==> config.mk <==
export PLATFORM = sky130hd
export DESIGN_NAME = mem_access_ctrl
export DESIGN_NICKNAME = d
export VERILOG_FILES = /design/src/rtl/mem_access_ctrl.sv
export SDC_FILE = /design/constraint.sdc
export NUM_CORES = 1
export LEC_CHECK = 0
export BUFFER_PORTS_ARGS = -buffer_cell sky130_fd_sc_hd__buf_4
export CAP_MARGIN = 10
export CORE_MARGIN = 4
export CORE_UTILIZATION = 40
export DETAILED_ROUTE_END_ITERATION = 8
export PLACE_DENSITY = 0.73
export SYNTH_ARGS = -nofsm -noshare
export SYNTH_HDL_FRONTEND = slang
export SYNTH_SLANG_ARGS = --single-unit
export TNS_END_PERCENT = 5
==> constraint.sdc <==
create_clock -name clk -period 1.7 [get_ports clk]
set_clock_uncertainty 0.1 [all_clocks]
set_input_delay 0.17 -clock clk [delete_from_list [all_inputs] [get_ports clk]]
set_output_delay 0.17 -clock clk [all_outputs]
set_load 0.03 [all_outputs]
==> src/rtl/mem_access_ctrl.sv <==
// rtl/mem_access_ctrl.sv - memory-stage load/store controller for a request/addr_ok/data_ok data bus
module mem_access_ctrl (
  input  logic        clk,
  input  logic        rst,
  input  logic        memtoreg_m,
  input  logic        memwrite_m,
  input  logic [31:0] addr_m,
  input  logic [31:0] wdata_m,
  input  logic        flush,
  output logic        stall_m,
  output logic [31:0] rdata_m,
  output logic        addr_err,
  output logic        data_req,
  output logic        data_wr,
  output logic [31:0] data_addr,
  output logic [31:0] data_wdata,
  input  logic        data_addr_ok,
  input  logic        data_data_ok,
  input  logic [31:0] data_rdata
);

  typedef enum logic [1:0] {IDLE, ADDR, DATA, DONE} state_t;

  state_t      state;
  logic [31:0] lat_addr;
  logic [31:0] lat_wdata;
  logic        lat_wr;
  // Set when the in-flight transaction was flushed after the slave accepted it;
  // the response must still be drained but its result is discarded.
  logic        cancelled;

  logic access;
  logic aligned;
  logic valid;

  // Decode the memory-stage instruction into a legal word access
  always_comb begin
    access  = memtoreg_m | memwrite_m;
    aligned = (addr_m[1:0] == 2'b00);
    valid   = access & aligned & ~flush;
  end

  // Transaction FSM: latch the request, hold it on the bus until accepted, wait for the response
  always_ff @(posedge clk) begin
    if (rst) begin
      state     <= IDLE;
      lat_addr  <= 32'h0;
      lat_wdata <= 32'h0;
      lat_wr    <= 1'b0;
      rdata_m   <= 32'h0;
      cancelled <= 1'b0;
    end else begin
      case (state)
        IDLE: begin
          cancelled <= 1'b0;
          if (valid) begin
            lat_addr  <= addr_m;
            lat_wdata <= wdata_m;
            // A store wins when both load and store are flagged
            lat_wr    <= memwrite_m;
            state     <= ADDR;
          end
        end
        ADDR: begin
          if (data_addr_ok) begin
            if (data_data_ok) begin
              if (flush) begin
                state <= IDLE;
              end else begin
                if (!lat_wr) rdata_m <= data_rdata;
                state <= DONE;
              end
              cancelled <= 1'b0;
            end else begin
              cancelled <= flush;
              state     <= DATA;
            end
          end else if (flush) begin
            // Not yet accepted by the slave, so the request can simply be withdrawn
            state <= IDLE;
          end
        end
        DATA: begin
          if (data_data_ok) begin
            if (flush || cancelled) begin
              state <= IDLE;
            end else begin
              if (!lat_wr) rdata_m <= data_rdata;
              state <= DONE;
            end
            cancelled <= 1'b0;
          end else if (flush) begin
            cancelled <= 1'b1;
          end
        end
        DONE: begin
          state <= IDLE;
        end
        default: state <= IDLE;
      endcase
    end
  end

  // Bus and pipeline outputs derived from state; IDLE stall reacts to the incoming access the same cycle
  always_comb begin
    data_req   = ~rst & (state == ADDR);
    data_wr    = lat_wr;
    data_addr  = lat_addr;
    data_wdata = lat_wdata;
    addr_err   = ~rst & (state == IDLE) & access & ~aligned & ~flush;
    stall_m    = ~rst & (((state == IDLE) & valid) | (state == ADDR) | (state == DATA));
  end

endmodule

==> summary.md <==
| Metric | Value |
|---|---|
| Status | finished with violations |
| Failing checks | negative setup slack |
| Post-synthesis mux area share | 0.2738% |
| Critical path endpoint category | flip-flop |
| Pwr/cell area | 908.9 nW/um^2 |
| Antenna violations before repair | 0 |
| Syn nets | 562 |
| Netlist Area Pre-Place | 3656 sq um |
| Fin. max-slew vios | 0 |
| Share of async-settable or async-resettable flops after synthesis | 0% |
| Post-route cell area | 6730 sq um |
| Synth Area in Compound Gates | 16.12% |
| CTS H-tree lvls | 3 |
| Synth Area in Simple Gates | 23.03% |
| IO buf count | 202 |
| Post-Place Worst Slack | -0.09040 ns |
| Area delta synth->final | 84.09% |
| Post-Synth Adder-Cell Area | 1.027% |
| Pre-antenna DRT Iters | 4 |
| Syn avg cell area | 8.018 sq um |
| Starting Density | 41.52% |
| WL per Instance | 15.30 microns |
| Total grt overflow | 0 |
| Worst-Skew Late Latency | 0.35 ns |
| CP Launch Type | flip-flop |
| Global-route wire length before repair | 20520 microns |
| Core Box Area | 8806 sq um |
| Worst vdd ir | 0.4722 mV |
| DP Wirelength | 7801 microns |
| Antenna viol nets, final | 0 |
| Final setup TNS | -0.05120 ns |
| Relative slew slack | 74.02% |
| Max frequency | 578.8 MHz |
| RSZ-0062 raised after global routing | yes |
| Share of layout cells above drive strength 1 | 35.59% |
| # rows | 34 |
| Most frequent cells in the layout | buf_4, nand2_1, dfxtp_1, dlygate4sd3_1, a21oi_1 |
| Largest net degree at the start of global routing | 51 |
| NumNets Final | 856 |
| DIE HEIGHT | 103.6 microns |
| Most common cell after layout, fill and taps aside | buf_4 |
| Die area | 10730 sq um |
| CTS tree | done |
| CTS clk-pin slew, worst paths | 0.09 ns |
| #FFs+latches synth | 100 |
| Final Cycle Share | 101.6% |
| Vias in the first global route | 4198 |
| Sequential share of the synthesized area | 54.76% |
| Root Buffer | clkbuf_8 |
| Post-Route WL | 13170 microns |
| Number of enable flip-flop cells after synthesis | 0 |
| Largest family of logic cells by synthesized area | simple AND/OR/NAND/NOR gates |
| CTS sink cnt | 100 |
| # IOs | 203 |
| Synth Area in XOR/XNOR | 0% |
| Final worst slack | -0.02758 ns |
| Die X-Extent | 103.6 microns |
| Post-synthesis instance total | 456 |
| Clk buf depth | 2 |
| Ant diodes | 0 |
| Critical path type | reg2reg |
| Top_reg_cell synth | dfxtp_1 |
| Crit path time final | 1.728 ns |
| Max-cap violation count | 0 |
| Critical Path AT | 1.90 ns |
| Final Hold Viols | 0 |
| Req. time, crit path | 1.87 ns |
| Static leakage | 0.002845 uW |
| Final setup fails | 3 |
| Routability congestion estimate | 0.8020 |
| Max FO, Critical Path | 8 |
| Initial DRC Count | 210 |
| Design Power | 6117 uW |
| Global-route usage over all layers | 22.96% |
| Vias | 4240 |
| Post-DP Area | 5304 sq um |
| Hold Path Class | in2reg |
| Num CTS Buffers | 9 |
| Synth cell types | 33 |
| Residual DRC | 0 |
| Actual slew at the worst max-slew pin | 0.3883 ns |
| Ys Warns | 0 |
| Number of vias per cell | 4.925 |
-- worst max-delay path: stages, from the launching register on --
cell	delay [ns]
dfxtp_2	0.34
or3b_4	0.39
a221oi_4	0.27
buf_6	0.18
clkbuf_16	0.15
nand2_1	0.07
a21oi_1	0.15
-- layout make-up --
| type | count | area, sq um |
|---|---|---|
| multi-input combinational | 322 | 1628 |
| clock inverter | 5 | 102.6 |
| inverter | 3 | 13.76 |
| tap | 108 | 135.1 |
| clock buffer | 9 | 123.9 |
| fill | 574 | 2076 |
| timing repair buffer | 314 | 2716 |
| sequential | 100 | 2011 |
-- kinds of logic (layout without fill, tap and decap cells) --
family                   count (synthesis)  in the layout
AND/OR/NAND/NOR                        210            210
adder cells (fa/ha/maj)                  3              3
buffers and inverters                   34            331
flip-flops                             100            100
AO/OA/AOI/OAI                          108            108
multiplexers                             1              1
-- registers in the layout, indices dropped and copies added (netlist names) --
name / cells
data_wr: 1
data_wdata: 32
data_addr: 32
state: 2
cancelled: 1
rdata_m: 32
-- power breakdown --
| group | internal [uW] | switching (uW) | total, uW |
|---|---|---|---|
| Combinational | 846 | 934 | 1780 |
| Sequential | 2500 | 96.2 | 2590 |
| Clock | 960 | 784 | 1740 |
| Total | 4300 | 1810 | 6120 |
-- through the flow --
stage	instances	util [%]	hold WS, ns
2_1_floorplan	456	-	0.2060
3_3_place_gp	744	60.23	0.3163
3_5_place_dp	744	60.23	0.3257
4_1_cts	854	74.30	0.03727
5_1_grt	861	76.43	0.07118
6_report	861	76.43	0.07428
-- path summary, 6_finish.rpt --
kind,startpoint,endpoint,slack (ns),cells past startpoint
max,cancelled,rdata_m[11],-0.03,6
min,data_data_ok,state[1],0.07,3
max reg2reg,cancelled,rdata_m[11],-0.03,6
min reg2reg,data_wdata[27],data_wdata[27],0.36,2
-- repair_timing --
item	in CTS	in global routing
hold endpoints to repair	95	0
endpoints found under the setup margin	12	37
pin swaps	2	9
gates resized for setup	13	27
gates cloned	0	3
setup buffers	1	4
hold buffers	95	0
-- Yosys cell counts, types with 2 or more instances --
master / n / area share, %
nand2b_1: 2 / 0.34
buf_1: 5 / 0.51
dfxtp_1: 100 / 55
a21oi_1: 99 / 14
nor2_1: 3 / 0.31
buf_6: 6 / 1.8
nor3b_1: 4 / 0.82
clkbuf_1: 18 / 1.8
nand2_1: 191 / 20
ha_1: 3 / 1.0
inv_1: 3 / 0.31
-- routing by layer --
metal	routed length (microns)	global-route usage (%)
met3	1314	10.01
met4	359	8.452
met1	5150	26.31
met2	6347	38.04
met5	0	0
No activity file was read; power rests on OpenSTA's default activity.
